File: src/rtl/clk_period_meter.sv
// Slow-signal period meter: synchronizes sig_in, emits rise/fall ticks, measures period and high time.
// Optional glitch filter enabled by defining CLK_METER_GLITCH_FILTER_EN.
module clk_period_meter #(
  parameter int MAX_PERIOD  = 1024,
  parameter int SYNC_STAGES = 2,
  parameter int TOLERANCE   = 0,
  parameter int FILTER_LEN  = 3,
  localparam int W = $clog2(MAX_PERIOD + 1)
) (
  input  logic         clk,
  input  logic         rst_n,
  input  logic         sig_in,
  output logic         rise_tick,
  output logic         fall_tick,
  output logic [W-1:0] period,
  output logic [W-1:0] high_time,
  output logic         period_valid,
  output logic         timeout,
  output logic         locked
);

  if (SYNC_STAGES < 2 || FILTER_LEN < 2) begin : g_bad_params
    $error("clk_period_meter: SYNC_STAGES and FILTER_LEN must be at least 2");
  end

`ifdef CLK_METER_GLITCH_FILTER_EN
  localparam int FILL = SYNC_STAGES + FILTER_LEN - 1;
`else
  localparam int FILL = SYNC_STAGES;
`endif

  typedef enum logic [1:0] {ST_ARM, ST_WAIT_FIRST, ST_COUNT, ST_TIMEOUT} state_t;

  state_t             state, next_state;
  logic [SYNC_STAGES-1:0] sync_q;
  logic               s;
  logic               p;
  logic               level;
  logic [FILL-1:0]    fill_q;
  logic               primed;
  logic [W-1:0]       pcnt, hcnt;
  logic               fall_seen;
  logic               have_prev;
  logic [W:0]         diff;

  always_ff @(posedge clk or negedge rst_n) begin
    if (!rst_n) sync_q <= '0;
    else        sync_q <= {sync_q[SYNC_STAGES-2:0], sig_in};
  end

  assign s = sync_q[SYNC_STAGES-1];

  // The reset value of the synchronizer is not a real sample, so ARM only
  // trusts the level once every stage feeding it has been refilled.
  always_ff @(posedge clk or negedge rst_n) begin
    if (!rst_n) fill_q <= '0;
    else        fill_q <= {fill_q[FILL-2:0], 1'b1};
  end

  assign primed = fill_q[FILL-1];

`ifdef CLK_METER_GLITCH_FILTER_EN
  logic [FILTER_LEN-2:0] hist_q;
  logic [FILTER_LEN-1:0] win;

  assign win = {hist_q, s};

  always_ff @(posedge clk or negedge rst_n) begin
    if (!rst_n) hist_q <= '0;
    else        hist_q <= win[FILTER_LEN-2:0];
  end

  // p already holds the previous filtered level, so it doubles as the filter state.
  always_comb begin
    level = p;
    if (&win)       level = 1'b1;
    else if (~|win) level = 1'b0;
  end
`else
  assign level = s;
`endif

  always_ff @(posedge clk or negedge rst_n) begin
    if (!rst_n) begin
      p         <= 1'b0;
      rise_tick <= 1'b0;
      fall_tick <= 1'b0;
    end else begin
      p         <= level;
      rise_tick <= level & ~p & (state != ST_ARM);
      fall_tick <= ~level & p & (state != ST_ARM);
    end
  end

  always_ff @(posedge clk or negedge rst_n) begin
    if (!rst_n) state <= ST_ARM;
    else        state <= next_state;
  end

  always_comb begin
    next_state = state;
    case (state)
      ST_ARM:        if (primed && !level) next_state = ST_WAIT_FIRST;
      ST_WAIT_FIRST: if (rise_tick) next_state = ST_COUNT;
      ST_COUNT:      if (!rise_tick && pcnt == W'(MAX_PERIOD)) next_state = ST_TIMEOUT;
      ST_TIMEOUT:    if (rise_tick) next_state = ST_COUNT;
      default:       next_state = ST_ARM;
    endcase
  end

  always_comb begin
    if (pcnt >= period) diff = {1'b0, pcnt} - {1'b0, period};
    else                diff = {1'b0, period} - {1'b0, pcnt};
  end

  // period still holds the previous valid measurement when a new rise arrives,
  // so it serves as the lock reference; have_prev blocks the first compare.
  always_ff @(posedge clk or negedge rst_n) begin
    if (!rst_n) begin
      pcnt         <= '0;
      hcnt         <= '0;
      fall_seen    <= 1'b0;
      have_prev    <= 1'b0;
      period       <= '0;
      high_time    <= '0;
      period_valid <= 1'b0;
      timeout      <= 1'b0;
      locked       <= 1'b0;
    end else begin
      period_valid <= 1'b0;
      case (state)
        ST_WAIT_FIRST: begin
          if (rise_tick) begin
            pcnt      <= W'(1);
            hcnt      <= W'(1);
            fall_seen <= 1'b0;
            have_prev <= 1'b0;
          end
        end
        ST_COUNT: begin
          if (rise_tick) begin
            period       <= pcnt;
            high_time    <= hcnt;
            period_valid <= 1'b1;
            if (have_prev) locked <= (diff <= (W+1)'(TOLERANCE));
            have_prev    <= 1'b1;
            pcnt         <= W'(1);
            hcnt         <= W'(1);
            fall_seen    <= 1'b0;
          end else if (pcnt == W'(MAX_PERIOD)) begin
            timeout <= 1'b1;
            locked  <= 1'b0;
          end else begin
            pcnt <= pcnt + W'(1);
            if (!fall_seen && !fall_tick) hcnt <= hcnt + W'(1);
            if (fall_tick) fall_seen <= 1'b1;
          end
        end
        ST_TIMEOUT: begin
          if (rise_tick) begin
            timeout   <= 1'b0;
            pcnt      <= W'(1);
            hcnt      <= W'(1);
            fall_seen <= 1'b0;
            have_prev <= 1'b0;
          end
        end
        default: ;
      endcase
    end
  end

endmodule

File: config.mk
export PLATFORM = sky130hd
export DESIGN_NAME = clk_period_meter
export DESIGN_NICKNAME = d
export VERILOG_FILES = /design/src/rtl/clk_period_meter.sv
export SDC_FILE = /design/constraint.sdc
export NUM_CORES = 1
export LEC_CHECK = 0
export BUFFER_PORTS_ARGS = -buffer_cell sky130_fd_sc_hd__buf_2
export CAP_MARGIN = 40
export CORE_ASPECT_RATIO = 0.8
export CORE_MARGIN = 2
export CORE_UTILIZATION = 64
export DETAILED_ROUTE_END_ITERATION = 6
export PLACE_DENSITY = 0.94
export SLEW_MARGIN = 20
export SYNTH_ARGS = -nofsm -noshare
export SYNTH_HDL_FRONTEND = slang
export SYNTH_SLANG_ARGS = --single-unit
File: constraint.sdc
create_clock -name clk -period 5.3 [get_ports clk]
set_clock_uncertainty 0.15 [all_clocks]
set_input_delay 0.265 -clock clk [delete_from_list [all_inputs] [get_ports clk]]
set_output_delay 0.265 -clock clk [all_outputs]
set_load 0.005 [all_outputs]
======== Yosys cells after proc, flatten, opt, wreduce, memory -nomap -nowiden ========
Cells that the tools add are included.
cells by class
  order comparisons ....................... 2
  muxes and demuxes ....................... 28
  reductions and logical operators ........ 21
  bitwise logic cells ..................... 6
  $add $sub $neg .......................... 4
  equality and inequality tests ........... 15
operators with widths
  cell                                                                                number
  11-bit 2-to-1 mux                                                                   6
  11-bit one-hot mux with 2 select lines                                              2
  11-bit by 11-bit subtractor with 12-bit output                                      2
  11-bit by 1-bit adder with 11-bit output (second input constant)                    2
  12-bit by 1-bit less-or-equal comparator with 1-bit output (second input constant)  1
  1-bit 2-to-1 mux                                                                    12
  12-bit 2-to-1 mux                                                                   1
  2-bit != test (second input constant)                                               6
  3-bit AND reduction                                                                 4
  4-bit AND reduction                                                                 3
  11-bit == test (second input constant)                                              1
  11-bit greater-or-equal comparator                                                  1
  3-bit != test (second input constant)                                               3
  2-bit nonzero test                                                                  4
  2-bit 2-to-1 mux                                                                    3
  1-bit one-hot mux with 2 select lines                                               3
  2-bit one-hot mux with 3 select lines                                               1
  1-bit bitwise AND                                                                   4
  2-bit == test (second input constant)                                               2
  1-bit logical NOT                                                                   4
  2-bit by 1-bit != test with 1-bit output (second input constant)                    2
  1-bit logical AND                                                                   3
  2-bit by 1-bit == test with 1-bit output (second input constant)                    1
  2-bit logical NOT                                                                   1
  3 further kinds                                                                     4
word-level totals
  flip-flop bits (word level) ............. 58
  logic and storage cells ................. 91

======== Logic depth before layout (Yosys ltp) ========
Gate-level depths: netlist of the first run.
  depth after elaboration ................. 6
  depth in mapped cells ................... 11
  gate-level depth less buffers ........... 10

======== Worst setup path before layout of the first run ========
Ideal clock, no wire load.
  path kind ............................... register to register
  start point ............................. reg pcnt[3]
  end point ............................... reg locked
  data arrival time ....................... 2,666 ps
  library setup time ...................... 95 ps
  slack ................................... 2,389 ps
  cell stages (with the launch flop) ...... 11
  buffers on the path ..................... 1
  cell sequence ........................... dfrtp_1 > ha_1 > buf_4 > nand2_2 > o31ai_1 > a31oi_1 > a311oi_4 > mux2i_1 > xor2_1 > or4_1 > o31ai_1
on the way
  longest elaborated chain between the ends .. 5
  elaborated cells between the ends (all ways) .. 10
RTL lines
  item                                                                          RTL line  text
  start, declared                                                               41        logic [W-1:0] pcnt, hcnt;
  start signal, assigned                                                        154       pcnt <= pcnt + W'(1);
  11-bit by 11-bit subtractor with 12-bit output, or another cell as far along  113       else diff = {1'b0, period} - {1'b0, pcnt};
  12-bit 2-to-1 mux                                                             112       if (pcnt >= period) diff = {1'b0, pcnt} - {1'b0, period};
  12-bit by 1-bit less-or-equal comparator with 1-bit output                    145       if (have_prev) locked <= (diff <= (W+1)'(TOLERANCE));
  1-bit 2-to-1 mux                                                              145
  1-bit 2-to-1 mux                                                              141       if (rise_tick) begin
  end signal, assigned                                                          145
  end, declared                                                                 19        output logic locked
Several ways; a longest one is shown, not always the timed one. The select of a mux whose other input is x is not followed.
A chain may end at the register's enable or synchronous reset.

======== Final worst setup path of the first run ========
Ends and elaborated chain as after synthesis.

==> results of run 1 <==
[worst max-delay path: stages (launching register included)]
cell and delay, ns:
sky130_fd_sc_hd__dfrtp_1 0.44, sky130_fd_sc_hd__ha_1 0.47, sky130_fd_sc_hd__nand2_2 0.11, sky130_fd_sc_hd__o31ai_1 0.27
sky130_fd_sc_hd__a31oi_1 0.19, sky130_fd_sc_hd__a311oi_4 0.46, sky130_fd_sc_hd__mux2i_1 0.33, sky130_fd_sc_hd__xor2_1 0.11
sky130_fd_sc_hd__or4_1 0.51, sky130_fd_sc_hd__o31ai_1 0.19
[sequential cells by signal, summed over array words and instances (netlist names), 2 cells and up]
register   flops
fill_q         2
state          2
period        11
pcnt          11
high_time     11
hcnt          11
sync_q         2
[cell usage in the layout, fill, tap and decap left out, types with 25 or more instances in the layout]
cell type and n:
sky130_fd_sc_hd__inv_1 30, sky130_fd_sc_hd__dfrtp_1 58, sky130_fd_sc_hd__o21ai_0 28, sky130_fd_sc_hd__buf_2 29
sky130_fd_sc_hd__nor2_1 33, sky130_fd_sc_hd__ha_1 25, sky130_fd_sc_hd__a21oi_1 25, sky130_fd_sc_hd__nand2_1 55
[logic make-up after synthesis]
logic type               after synthesis
multiplexers                           3
AO/OA/AOI/OAI                         81
XOR/XNOR                              21
other                                  1
flip-flops                            58
buffers and inverters                 44
AND/OR/NAND/NOR                      144
adder cells (fa/ha/maj)               25
[path summary, 6_finish.rpt]
check / start / end / slack [ns]
worst max-delay path: pcnt[3] / locked / 1.96
worst min-delay path: rst_n / period[9] / 0.11
worst max register to register: pcnt[3] / locked / 1.96
worst min register to register: fill_q[0] / fill_q[1] / 0.20
max in group asynchronous: rst_n / p / 4.03
min in group clk: fill_q[0] / fill_q[1] / 0.20
[power by group through the flow]
stage / registers [mW] / logic [mW] / clock network [mW]
floorplan: 0.583 / 0.670 / 0
global placement: 0.597 / 0.815 / 0
detailed placement: 0.607 / 0.872 / 0
CTS: 0.600 / 0.892 / 0.460
global route: 0.615 / 0.984 / 0.481
finish: 0.603 / 0.911 / 0.455
[routing by layer]
| metal | track usage [%] | routed length, um |
|---|---|---|
| met2 | 49.01 | 3797 |
| met3 | 9.650 | 731 |
| met5 | 0 | 0 |
| met4 | 11.90 | 147 |
| met1 | 39.13 | 3449 |
[timing repair]
action                                 CTS  global route
hold buffers                             2             0
resized for setup                        0             0
endpoints found under the hold margin    5             0
[stage by stage]
step	power [mW]	worst slack, ns	hold WS, ns	util, %	std cells
after detailed placement	1.479	2.068	-0.07016	70.31	457
after global placement	1.413	2.219	-0.06627	69.77	456
after global routing	2.080	1.765	0.1104	75.09	475
after CTS	1.952	1.986	0.09633	75.09	475
final	1.969	1.956	0.1051	75.09	475
after floorplan	1.253	2.389	-0.1806	-	377
[final cells by class]
type | count | area (um^2) | area share [%]
flip-flops and latches | 58 | 1451 | 38.60
clock buffers | 11 | 141.4 | 3.760
inverters | 30 | 112.6 | 2.995
clock inverters | 5 | 77.57 | 2.063
repair buffers | 34 | 207.7 | 5.524
multi-input cells | 275 | 1692 | 44.99
well taps | 62 | 77.57 | 2.063
==> impl_summary.txt, run 1 <==
----------------------------------------------------
[Run status]
  Result of the run ... complete, no violations

[Logic synthesis]
  Post-synthesis register bit count ... 58
  Main combinational cell family by area after synthesis ... simple AND/OR/NAND/NOR gates
  Fraction of synthesized cell area in xor and xnor cells ... 5.549%
  Warnings from Yosys ... 0
  Area share of and/or/nand/nor cells after synthesis ... 20.12%
  Fraction of the yosys area taken by sequential cells ... 43.79%
  Leading area contributor after synthesis ... sky130_fd_sc_hd__dfrtp_1
  Cell area after technology mapping ... 0.003314 mm^2
  Post-synth top flop ... sky130_fd_sc_hd__dfrtp_1
  Cell count after synthesis ... 377
  Share of synthesized cell area in full adder, half adder and majority cells ... 9.438%
  Ys async rst share ... 100.0%
  Leading cell types by total area after synthesis ... sky130_fd_sc_hd__dfrtp_1 (44%), sky130_fd_sc_hd__ha_1 (9.4%), sky130_fd_sc_hd__nand2_1 (6.2%)
  Number of different library cells in the post-synthesis netlist ... 43
  Per-instance average area after synthesis ... 8.792 um^2
  EDFF count, synth ... 0
  Total nets after synthesis ... 405
  Compound-cell area share of the yosys netlist ... 14.87%
  Multiplexer share of the synthesized area ... 0.9438%
  Library cell with the highest instance count after synthesis ... sky130_fd_sc_hd__dfrtp_1
  Most common library cells after synthesis ... sky130_fd_sc_hd__dfrtp_1 (58), sky130_fd_sc_hd__nand2_1 (55), sky130_fd_sc_hd__nor2_1 (33), sky130_fd_sc_hd__inv_1 (30), sky130_fd_sc_hd__o21ai_0 (28)
  Fraction of synthesized cell area taken by the top area cell type ... 43.79%

[STA]
  Rel. slew slack ... 54.67%
  Crit share post-route ... 63.09%
  Final critical delay including setup and external delays ... 3.344 ns
  Maximum clock frequency ... 299.1 MHz
  Number of hold violations in the final report ... 0
  Final-layout setup total negative slack ... 0 ns
  Final setup vio count ... 0
  Worst Max-Slew Pin Slew ... 0.6800 ns
  RSZ-0062 raised after global routing ... no
  Count of pins over their slew limit ... 0

[Die]
  Die area ... 0.005774 mm^2
  Top-Level Pins ... 30
  Standard cell core area ... 0.005007 mm^2
  Starting density of the core ... 66.19%
  Die W ... 84.46 um
  Site row count ... 23
  Vertical die dimension ... 68.37 um

[Worst setup path]
  Crit start category ... flop
  Critical Path AT ... 3.45 ns
  Logic depth of the worst register-to-register path ... 9
  Required time of the critical path ... 5.40 ns
  Worst setup path category ... flop to flop
  Highest fanout seen on the critical path ... 9
  Endpoint class of the critical path ... flop

[Detailed routing]
  DRT Wirelength ... 8125 um
  Routed length per instance ... 17.11 um
  DRC violation count after routing ... 0
  Total via count after detailed routing ... 2942
  Antenna-violating nets left ... 0
  TritonRoute pass-1 iters ... 7
  Detailed-route vias per instance ... 6.194
  DRC marker count from the first detailed-route iteration ... 370

[Final layout]
  Final standard cell area without fillers ... 0.003760 mm^2
  Proportion of layout cells with a drive suffix above 1 ... 13.08%
  N_diodes ... 0
  Signed area change from the synthesized netlist to the final layout ... 13.44%
  Total Nets Final ... 436
  Filler Cell Count ... 347

[Place]
  Port Buffer Count ... 29
  Post-detailed-placement half-perimeter wirelength ... 5557 um
  Area of placed instances ... 0.003521 mm^2
  Final GP Congestion ... 1.018

[Power and ir drop]
  Leakage power total ... 1.785 nW
  Power share of the combinational group ... 46.3%
  Internal power summed over all cells ... 1.171 mW
  Switching power ... 0.7982 mW
  Net switching fraction of the power ... 40.54%
  Sequential group share of total power ... 30.6%
  Clock power frac ... 23.1%
  VDD IR max ... 0.3745 mV
  Power per Cell Area ... 523.7 mW/mm^2

[Clock network]
  TritonCTS buffer count ... 9
  Post-CTS setup buffer count ... 0
  Total number of clock tree sinks ... 58
  # H-tree levels ... 3
  Max Root-Sink Buffers ... 2
  Clock-pin slew reported for the worst setup and hold paths after clock tree synthesis ... 0.07 ns
  Insertion delay of the later-clocked pin in the worst-skew pair ... 0.34 ns
  Clock tree from TritonCTS ... built
  Clock Root Buffer ... sky130_fd_sc_hd__clkbuf_8

[Run]
  Maximum capacitance violations ... 0

[Global routing]
  GR Overflow Total ... 0
  First-pass GRT wire length ... 13490 um
  Vias in the first global route ... 2798
  Pin count of the biggest net entering global routing ... 55
  Total global routing track utilization ... 30.45%
  Antenna violations before repair ... 0

[Hold path]
  HP Class ... primary input to asynchronous set/reset pin

----------------------------------------------------
Note: power is estimated with default switching activity, not from simulation.
==> run 2: changes to the inputs <==
CORE_UTILIZATION = 54   (was 64)
PLACE_DENSITY = 0.85   (was 0.94)
clock period = 2.8 ns   (was 5.3 ns; I/O delays follow)
==> impl_summary.txt, run 2 (same netlist as run 1, synthesis figures left out) <==
----------------------------------------------------
[Run status]
  Result of the run ... finished, violations left (was complete, no violations)
  Failing checks ... negative setup slack

[Worst setup path]
  Crit path launch ... pcnt[3] (unchanged)
  Required time of the critical path ... 2.90 ns (was 5.40 ns)
  Highest fanout seen on the critical path ... 5 (was 9)
  Endpoint class of the critical path ... flop (unchanged)
  Worst setup path category ... flop to flop (unchanged)
  Setup slack on the worst flop-to-flop path ... -0.05 ns (was 1.96 ns)
  Crit start category ... flop (unchanged)
  FF-to-FF Start ... pcnt[3] (unchanged)
  Critical Path AT ... 2.95 ns (was 3.45 ns)

[Detailed routing]
  DRC violation count after routing ... 0 (unchanged)
  Detailed-route vias per instance ... 5.735 (was 6.194)
  Antenna-violating nets left ... 0 (unchanged)
  TritonRoute pass-1 iters ... 6 (was 7)
  Routed length per instance ... 16.15 um (was 17.11 um)
  Total via count after detailed routing ... 3057 (was 2942)
  DRC marker count from the first detailed-route iteration ... 308 (was 370)
  DRT Wirelength ... 8608 um (was 8125 um)

[Global routing]
  Antenna violations before repair ... 0 (unchanged)
  Vias in the first global route ... 2946 (was 2798)
  First-pass GRT wire length ... 13960 um (was 13490 um)
  Pin count of the biggest net entering global routing ... 37 (was 55)
  GR Overflow Total ... 0 (unchanged)
  Total global routing track utilization ... 26.33% (was 30.45%)

[Clock network]
  TritonCTS buffer count ... 9 (unchanged)
  Clock-pin slew reported for the worst setup and hold paths after clock tree synthesis ... 0.07 ns (about the same)
  Max Root-Sink Buffers ... 2 (unchanged)
  Clock Root Buffer ... sky130_fd_sc_hd__clkbuf_8 (unchanged)
  Insertion delay of the later-clocked pin in the worst-skew pair ... 0.33 ns (was 0.34 ns)
  Total number of clock tree sinks ... 58 (unchanged)
  Clock tree from TritonCTS ... built (unchanged)
  # H-tree levels ... 3 (unchanged)

[STA]
  WHS ... 0.1584 ns (was 0.1051 ns)
  RSZ-0062 raised after global routing ... yes (was no)
  Rel. slew slack ... 66.29% (was 54.67%)
  Final setup vio count ... 1 (was 0)
  Maximum clock frequency ... 350.7 MHz (was 299.1 MHz)
  Number of hold violations in the final report ... 0 (unchanged)
  Count of pins over their slew limit ... 0 (unchanged)
  Crit share post-route ... 101.8% (was 63.09%)
  Final critical delay including setup and external delays ... 2.852 ns (was 3.344 ns)
  Smallest setup slack after layout ... -0.05153 ns (was 1.956 ns)
  Final-layout setup total negative slack ... -0.05153 ns (was 0 ns)
  Worst Max-Slew Pin Slew ... 0.5057 ns (was 0.6800 ns)

[Place]
  Area of placed instances ... 0.003792 mm^2 (was 0.003521 mm^2)
  Final GP Congestion ... 1.003 (was 1.018)
  Port Buffer Count ... 29 (unchanged)
  Pre-CTS worst setup slack ... -0.1569 ns (was 2.068 ns)
  Total instance count after detailed placement ... 511 (was 457)
  Post-detailed-placement half-perimeter wirelength ... 6077 um (was 5557 um)

[Final layout]
  Final standard cell area without fillers ... 0.004153 mm^2 (was 0.003760 mm^2)
  Commonest non-fill, non-tap cells in the layout ... sky130_fd_sc_hd__dfrtp_1 (58), sky130_fd_sc_hd__nand2_1 (55), sky130_fd_sc_hd__buf_4 (44) (was sky130_fd_sc_hd__dfrtp_1 (58), sky130_fd_sc_hd__nand2_1 (55), sky130_fd_sc_hd__nor2_1 (33))
  N_diodes ... 0 (unchanged)
  Signed area change from the synthesized netlist to the final layout ... 25.29% (was 13.44%)
  Total Nets Final ... 477 (was 436)
  Final cell utilization of the core ... 70.24% (was 75.09%)
  Proportion of layout cells with a drive suffix above 1 ... 23.89% (was 13.08%)
  Final cell count without fillers ... 533 (was 475)
  Most frequent standard cell in the layout excluding fill and tap cells ... sky130_fd_sc_hd__dfrtp_1 (unchanged)

[Hold path]
  HP Class ... primary input to asynchronous set/reset pin (unchanged)

[Power and ir drop]
  Switching power ... 1.686 mW (was 0.7982 mW)
  Power per Cell Area ... 1021 mW/mm^2 (was 523.7 mW/mm^2)
  Final Total Pwr ... 4.238 mW (was 1.969 mW)
  Net switching fraction of the power ... 39.79% (was 40.54%)
  Sequential group share of total power ... 26.3% (was 30.6%)
  Internal power summed over all cells ... 2.552 mW (was 1.171 mW)
  Leakage power total ... 1.973 nW (was 1.785 nW)
  Clock power frac ... 16.6% (was 23.1%)
  VDD IR max ... 0.6296 mV (was 0.3745 mV)
  Power share of the combinational group ... 57.2% (was 46.3%)

[Run]
  Maximum capacitance violations ... 0 (unchanged)

[Die]
  Starting density of the core ... 56.06% (was 66.19%)
  Top-Level Pins ... 30 (unchanged)
  Vertical die dimension ... 74.08 um (was 68.37 um)
  Standard cell core area ... 0.005912 mm^2 (was 0.005007 mm^2)
  Die W ... 91.59 um (was 84.46 um)
  Site row count ... 25 (was 23)
  Die area ... 0.006785 mm^2 (was 0.005774 mm^2)

----------------------------------------------------
[run 2: power groups by stage]
stage | Combinational (mW) | Clock, mW | Sequential [mW]
global placement | 1.89 | 0 | 1.10
CTS | 2.29 | 0.714 | 1.11
floorplan | 1.28 | 0 | 1.10
global route | 2.62 | 0.751 | 1.13
finish | 2.42 | 0.702 | 1.11
detailed placement | 1.97 | 0 | 1.11
[run 2: critical path, stage by stage, from the launching register on]
cell	delay [ns]
sky130_fd_sc_hd__dfrtp_1	0.40
sky130_fd_sc_hd__buf_4	0.17
sky130_fd_sc_hd__inv_1	0.05
sky130_fd_sc_hd__ha_1	0.23
sky130_fd_sc_hd__a21oi_2	0.21
sky130_fd_sc_hd__o2bb2ai_1	0.16
sky130_fd_sc_hd__a31oi_2	0.09
sky130_fd_sc_hd__a311oi_2	0.35
sky130_fd_sc_hd__mux2i_1	0.14
sky130_fd_sc_hd__xor2_1	0.15
sky130_fd_sc_hd__or4_1	0.46
sky130_fd_sc_hd__o31ai_1	0.19
[run 2: worst paths after layout]
check                       endpoint  cells past startpoint
hold / removal             period[8]                      2
setup reg to reg              locked                     11
hold reg to reg            sync_q[1]                      0
min in group clk           sync_q[1]                      0
max in group asynchronous   state[1]                      3
setup / recovery              locked                     11
[run 2: layer usage]
| metal | global-route usage (%) | up-vias | wire length [um] | share of wire [%] |
|---|---|---|---|---|
| met5 | 0 | - | 0 | 0 |
| met4 | 10.94 | 0 | 225 | 2.6 |
| met3 | 5.978 | 25 | 576 | 6.7 |
| met2 | 43.06 | 139 | 4047 | 47 |
| met1 | 34.53 | 1467 | 3758 | 44 |
| li1 | - | 1426 | - | - |
[run 2: what timing repair did]
| item | 4_1_cts | 5_1_grt |
|---|---|---|
| setup buffers | 6 | 0 |
| endpoints found under the hold margin | 23 | 0 |
| resized for setup | 12 | 5 |
| pin swaps | 5 | 1 |
| endpoints found under the setup margin | 1 | 5 |
| hold buffers | 2 | 0 |
[run 2: cell type report]
type / instances / area (um^2)
tap: 81 / 101.3
multi-input combinational: 275 / 1814
sequential: 58 / 1451
clock inverter: 2 / 12.51
timing repair buffer: 75 / 495.5
fill: 433 / 1759
inverter: 30 / 112.6
clock buffer: 12 / 165.2
